<file path="config.mk">
export PLATFORM = sky130hd
export DESIGN_NAME = trs_arbiter_flat
export DESIGN_NICKNAME = d
export VERILOG_FILES = /design/src/rtl/trs_arbiter_if.sv /design/src/rtl/trs_arbiter.sv /design/src/flat_wrapper.sv
export SDC_FILE = /design/constraint.sdc
export NUM_CORES = 1
export LEC_CHECK = 0
export CAP_MARGIN = 20
export CORE_MARGIN = 8
export CORE_UTILIZATION = 40
export CTS_CLUSTER_SIZE = 20
export DETAILED_ROUTE_END_ITERATION = 8
export DONT_BUFFER_PORTS = 1
export PLACE_DENSITY = 0.57
export SLEW_MARGIN = 30
export SYNTH_ARGS = -nofsm -noshare
export SYNTH_HDL_FRONTEND = slang
export SYNTH_SLANG_ARGS = --single-unit
</file>
<file path="constraint.sdc">
create_clock -name clk -period 4.5 [get_ports clk]
set_input_delay 1.35 -clock clk [delete_from_list [all_inputs] [get_ports clk]]
set_output_delay 1.35 -clock clk [all_outputs]
set_load 0.1 [all_outputs]
</file>
<file path="src/rtl/trs_arbiter_if.sv">
// Bundles the per-channel request handshakes, the shared output handshake and
// the saturation status lines of the truncate-round-saturate arbiter.
interface trs_arbiter_if #(
  parameter int NUM_CH    = 4,
  parameter int IN_WIDTH  = 36,
  parameter int OUT_WIDTH = 16,
  parameter int CNT_WIDTH = 16
);
  localparam int CH_W = $clog2(NUM_CH);

  logic [NUM_CH-1:0]           req_valid;
  logic [NUM_CH-1:0]           req_ready;
  logic [NUM_CH*IN_WIDTH-1:0]  req_data;
  logic                        out_valid;
  logic                        out_ready;
  logic [OUT_WIDTH-1:0]        out_data;
  logic [CH_W-1:0]             out_ch;
  logic                        out_sat;
  logic [NUM_CH-1:0]           sat_clr;
  logic [NUM_CH*CNT_WIDTH-1:0] sat_cnt;

  // Requesting side: accumulators, downstream packer and status reader.
  modport master (
    output req_valid, req_data, out_ready, sat_clr,
    input  req_ready, out_valid, out_data, out_ch, out_sat, sat_cnt
  );

  // Arbiter side.
  modport slave (
    input  req_valid, req_data, out_ready, sat_clr,
    output req_ready, out_valid, out_data, out_ch, out_sat, sat_cnt
  );
endinterface

</file>
<file path="src/rtl/trs_arbiter.sv">
// Round-robin arbiter sharing one truncate-round-saturate requantizer among
// NUM_CH channels. Stage 1 holds the granted raw sample, stage 2 is the output
// register carrying the requantized value, its channel tag and a saturation
// flag. Per-channel saturating counters record saturation events that leave
// the block.
module trs_arbiter #(
  parameter int NUM_CH    = 4,
  parameter int IN_WIDTH  = 36,
  parameter int OUT_WIDTH = 16,
  parameter int TRUNC     = 18,
  parameter int CNT_WIDTH = 16
) (
  input logic          clk,
  input logic          rst,
  trs_arbiter_if.slave bus
);
  localparam int CH_W = $clog2(NUM_CH);
  localparam int T_W  = IN_WIDTH - TRUNC;

  localparam logic signed [T_W-1:0] POS_LIM = T_W'((1 << (OUT_WIDTH - 1)) - 1);
  localparam logic signed [T_W-1:0] NEG_LIM = T_W'(-(1 << (OUT_WIDTH - 1)));

  logic [CH_W-1:0]     last_ch;
  logic [CH_W-1:0]     grant_ch;
  logic [CH_W-1:0]     cand;
  logic                grant_found;

  logic                s1_valid;
  logic [IN_WIDTH-1:0] s1_data;
  logic [CH_W-1:0]     s1_ch;

  logic                out_valid_r;
  logic [OUT_WIDTH-1:0] out_data_r;
  logic [CH_W-1:0]     out_ch_r;
  logic                out_sat_r;

  logic                s2_open;
  logic                s1_open;
  logic                req_fire;
  logic                out_fire;

  logic [T_W-1:0]      trunc_val;
  logic [T_W-1:0]      round_val;
  logic [OUT_WIDTH-1:0] q_data;
  logic                q_sat;
  logic                unused_low;

  logic [NUM_CH-1:0][CNT_WIDTH-1:0] cnt;

  // Stage 2 can take a new sample when empty or when its sample leaves now;
  // stage 1 can take one when empty or when it advances into stage 2.
  assign s2_open  = !out_valid_r || bus.out_ready;
  assign s1_open  = !s1_valid || s2_open;
  assign req_fire = !rst && grant_found && s1_open;
  assign out_fire = out_valid_r && bus.out_ready;

  // Round-robin search starting one past the last granted channel.
  always_comb begin
    grant_found = 1'b0;
    grant_ch    = '0;
    cand        = '0;
    for (int k = 1; k <= NUM_CH; k++) begin
      cand = CH_W'((int'(last_ch) + k) % NUM_CH);
      if (!grant_found && bus.req_valid[cand]) begin
        grant_found = 1'b1;
        grant_ch    = cand;
      end
    end
  end

  assign bus.req_ready = req_fire ? (NUM_CH'(1) << grant_ch) : '0;

  // Requantize: drop TRUNC LSBs, add the round bit with wrap, clamp to OUT_WIDTH.
  assign trunc_val  = s1_data[IN_WIDTH-1:TRUNC];
  assign round_val  = trunc_val + T_W'(s1_data[TRUNC-1]);
  assign unused_low = ^s1_data[TRUNC-2:0];

  always_comb begin
    q_sat  = 1'b0;
    q_data = round_val[OUT_WIDTH-1:0];
    if ($signed(round_val) > POS_LIM) begin
      q_sat  = 1'b1;
      q_data = {1'b0, {(OUT_WIDTH-1){1'b1}}};
    end else if ($signed(round_val) < NEG_LIM) begin
      q_sat  = 1'b1;
      q_data = {1'b1, {(OUT_WIDTH-1){1'b0}}};
    end
  end

  // Stage 1 captures the granted sample and moves the round-robin pointer.
  always_ff @(posedge clk or posedge rst) begin
    if (rst) begin
      s1_valid <= 1'b0;
      s1_data  <= '0;
      s1_ch    <= '0;
      last_ch  <= CH_W'(NUM_CH - 1);
    end else if (req_fire) begin
      s1_valid <= 1'b1;
      s1_data  <= bus.req_data[grant_ch*IN_WIDTH +: IN_WIDTH];
      s1_ch    <= grant_ch;
      last_ch  <= grant_ch;
    end else if (s1_valid && s2_open) begin
      s1_valid <= 1'b0;
    end
  end

  // Stage 2 output register, frozen while the downstream stalls.
  always_ff @(posedge clk or posedge rst) begin
    if (rst) begin
      out_valid_r <= 1'b0;
      out_data_r  <= '0;
      out_ch_r    <= '0;
      out_sat_r   <= 1'b0;
    end else if (s2_open) begin
      out_valid_r <= s1_valid;
      if (s1_valid) begin
        out_data_r <= q_data;
        out_ch_r   <= s1_ch;
        out_sat_r  <= q_sat;
      end
    end
  end

  // Saturation event counters: clear has priority, count holds at all-ones.
  always_ff @(posedge clk or posedge rst) begin
    if (rst) begin
      cnt <= '0;
    end else begin
      for (int i = 0; i < NUM_CH; i++) begin
        if (bus.sat_clr[i]) begin
          cnt[i] <= '0;
        end else if (out_fire && out_sat_r && (out_ch_r == CH_W'(i)) && (cnt[i] != '1)) begin
          cnt[i] <= cnt[i] + 1'b1;
        end
      end
    end
  end

  assign bus.out_valid = out_valid_r;
  assign bus.out_data  = out_data_r;
  assign bus.out_ch    = out_ch_r;
  assign bus.out_sat   = out_sat_r;
  assign bus.sat_cnt   = cnt;

endmodule

</file>
<file path="src/flat_wrapper.sv">
// flat-port wrapper written by rule: the top's interface ports become plain ports
module trs_arbiter_flat 
#(
  parameter int NUM_CH    = 4,
  parameter int IN_WIDTH  = 36,
  parameter int OUT_WIDTH = 16,
  parameter int TRUNC     = 18,
  parameter int CNT_WIDTH = 16
)
  (clk, rst, bus_req_valid, bus_req_data, bus_out_ready, bus_sat_clr, bus_req_ready, bus_out_valid, bus_out_data, bus_out_ch, bus_out_sat, bus_sat_cnt);
  trs_arbiter_if #(.NUM_CH(NUM_CH), .IN_WIDTH(IN_WIDTH), .OUT_WIDTH(OUT_WIDTH), .CNT_WIDTH(CNT_WIDTH)) bus_i ();
  input logic clk;
  input logic rst;
  input wire logic [$bits(bus_i.req_valid)-1:0] bus_req_valid;
  input wire logic [$bits(bus_i.req_data)-1:0] bus_req_data;
  input wire logic [$bits(bus_i.out_ready)-1:0] bus_out_ready;
  input wire logic [$bits(bus_i.sat_clr)-1:0] bus_sat_clr;
  output wire logic [$bits(bus_i.req_ready)-1:0] bus_req_ready;
  output wire logic [$bits(bus_i.out_valid)-1:0] bus_out_valid;
  output wire logic [$bits(bus_i.out_data)-1:0] bus_out_data;
  output wire logic [$bits(bus_i.out_ch)-1:0] bus_out_ch;
  output wire logic [$bits(bus_i.out_sat)-1:0] bus_out_sat;
  output wire logic [$bits(bus_i.sat_cnt)-1:0] bus_sat_cnt;
  assign bus_i.req_valid = bus_req_valid;
  assign bus_i.req_data = bus_req_data;
  assign bus_i.out_ready = bus_out_ready;
  assign bus_i.sat_clr = bus_sat_clr;
  assign bus_req_ready = bus_i.req_ready;
  assign bus_out_valid = bus_i.out_valid;
  assign bus_out_data = bus_i.out_data;
  assign bus_out_ch = bus_i.out_ch;
  assign bus_out_sat = bus_i.out_sat;
  assign bus_sat_cnt = bus_i.sat_cnt;
  trs_arbiter #(.NUM_CH(NUM_CH), .IN_WIDTH(IN_WIDTH), .OUT_WIDTH(OUT_WIDTH), .TRUNC(TRUNC), .CNT_WIDTH(CNT_WIDTH)) u_core (.clk(clk), .rst(rst), .bus(bus_i));
endmodule
</file>
==> impl_metrics.ini <==
[synth]
yosysSeqAreaShare_pct = 43.2
yosysTopAreaCell = dfrtp_1
synth_area_leaders = dfrtp_1 42%, nand2_1 8.3%, nor2_1 5.7%
netlist_area_um2 = 6260
syn_nets = 883
synth-main-ff-cell = dfrtp_1
netlist_instances = 721
async_flop_share_pct = 100
ys_warn_count = 0
synth_area_per_cell_um2 = 8.68
yosysMostFrequentCell = nand2_1
synth_top_cell_area_share_pct = 42.4
synth_seq_cells = 108
synth-edff-count = 0
synth_cell_type_count = 54
netlist_top_cells_count = 139 x nand2_1, 106 x dfrtp_1, 95 x nor2_1

[floorplanning]
die_y_um = 141
core.rowCount = 45
die_area_um2 = 19900
coreArea_um2 = 15300
die_w_um = 141
start_util_pct = 41.0
io-pin-count = 243

[timing]
fin_crit_sh_pct = 85.2
rsz0062_at_grt = no
finClkSkew_ps = 8.38
finalCriticalPeriod_ps = 3840
hold_violations = 0
worst_pin_slew_ps = 1040
finalSetupViolations = 0
slew_headroom_pct = 31.0
fin_hold_ws_ps = 495
slew_violations = 0
max_freq_ghz = 0.261

[setup_path]
endpoint_kind = primary output
crit_path_max_fanout = 10
setup.worst_path.start_class = primary input
worstPathArrival_ps = 2490
cp.required_ps = 3150
critPathKind = in2out

[grt]
grt_overflow = 0
grt.total_usage_pct = 15.7
grt_first_pass_wirelength_mm = 25.5
antenna_found_initial = 0
grt_pass1_vias = 4909
grt_max_degree = 68

[clocking]
cts_buffers = 9
postCtsSetupRepairBufs = 0
cts_tree = yes
clock_path_buffers = 2
clkSlewWorstSetupHoldPaths_ps = 70
cts_hold_buf = 0
clkSinkCount = 108
htreeDepth = 3
clk_latency_ps = 350
cts_root_buf = clkbuf_16
postCtsResizedCells = 0

[final_layout]
nets = 877
num_antenna_cells = 0
drive_above_1_share_pct = 12.2
fin_cells = 931
area_growth_syn_to_layout_pct = 11.6

[drt]
wl_per_cell_um = 16.8
drt_first_pass_iters = 5
finalWirelength_mm = 15.7
drt.antenna.violating_nets = 0
avgViaCountPerCell = 5.38
drtIter0Drc = 269
remaining_drc_errors = 0
num_vias = 5011

[placement]
port_buffers = 0
post-dp-hpwl_mm = 12.0
gp_congestion = 0.850
place_inst = 914

[job]
maxCapViolations = 0

[pwr]
vdd_drop_max_mv = 0.262
p_total_w = 0.00379
p_leak_nw = 2.89
power_density_nw_per_um2 = 542

[hold_path]
hp-class = reg2reg

[outcome]
status = complete, no violations
==> cell usage in the layout (no fill, tap or decap), types with 7 or more instances in the layout <==
cell,count
nor2_1,95
o21ai_0,20
clkbuf_16,9
a21oi_1,48
dfrtp_2,13
and3_1,11
inv_1,9
xnor2_1,31
ha_1,7
nand3_1,27
nand4_1,15
o31ai_1,7
nand2_1,139
o21ai_1,7
dfrtp_1,93
a32o_1,19
and4_1,12
xor2_1,35
nor3_1,13
or3_1,8
buf_4,18
o31ai_2,9
==> stage by stage <==
step / util, % / setup TNS, ps / setup slack [ps] / cell area (µm²)
2_1_floorplan: - / -406 / -203 / 6290
4_1_cts: 45.6 / 0 / 655 / 6950
5_1_grt: 45.8 / 0 / 558 / 6980
3_3_place_gp: 43.5 / 0 / 700 / 6640
6_report: 45.8 / 0 / 664 / 6980
3_5_place_dp: 43.7 / 0 / 662 / 6670
==> final timing paths <==
path | from | endpoint | slack (ps) | depth (start not counted)
min in group asynchronous | rst | u_core.bus.sat_cnt[8] | 840 | 1
max | bus_req_valid[1] | bus_req_ready[1] | 660 | 5
max in group asynchronous | rst | u_core.bus.sat_cnt[58] | 2760 | 3
min reg2reg | u_core.s1_valid | u_core.bus.out_valid | 500 | 1
max reg2reg | u_core.bus.sat_cnt[37] | u_core.bus.sat_cnt[36] | 1620 | 6
min | u_core.s1_valid | u_core.bus.out_valid | 500 | 1
==> cells by family (layout without fill, tap and decap cells) <==
family,count (synthesis),in the layout,synth area share [%]
simple gates,353,353,27.1
compound gates,124,124,13.5
flops,108,108,43.2
xor+xnor,69,69,9.78
buf+inv,51,50,3.46
mux,9,9,1.52
fa+ha+maj,7,7,1.40
==> critical path, stage by stage <==
cell	delay, ps
nor2b_1	150
a21oi_1	90
o221ai_4	380
nor3b_4	300
buf_12	210
==> cell type report <==
cell class	instances	area, µm²
multi-input cells	562	3440
well taps	211	264
repair buffers	23	235
clock inverters	7	58.8
inverters	11	43.8
flip-flops and latches	108	2720
clock buffers	9	225
fillers	1463	8270
==> sequential cells by signal (all words and copies together) (netlist names) <==
name                  cells
u_core.bus.sat_cnt       64
u_core.s1_data           19
u_core.bus.out_data      16
u_core.bus.out_ch         2
u_core.last_ch            2
u_core.s1_ch              2
u_core.bus.out_sat        1
u_core.bus.out_valid      1
u_core.s1_valid           1
==> power by group <==
part	total [W]	leakage (nW)	internal, W	switching, W
sequential	0.00200	1.41	0.00113	0.000874
combinational	0.00102	1.35	0.000405	0.000613
clock	0.000766	0.127	0.000384	0.000382
==> metal layers <==
metal,up-vias,track usage [%],part of all wire [%]
li1,2489,-,-
met3,15,6.48,9.9
met1,2333,19.6,45
met4,0,4.86,1.2
met5,-,0,0
met2,174,24.3,44
(Power assumes the default switching activity.)
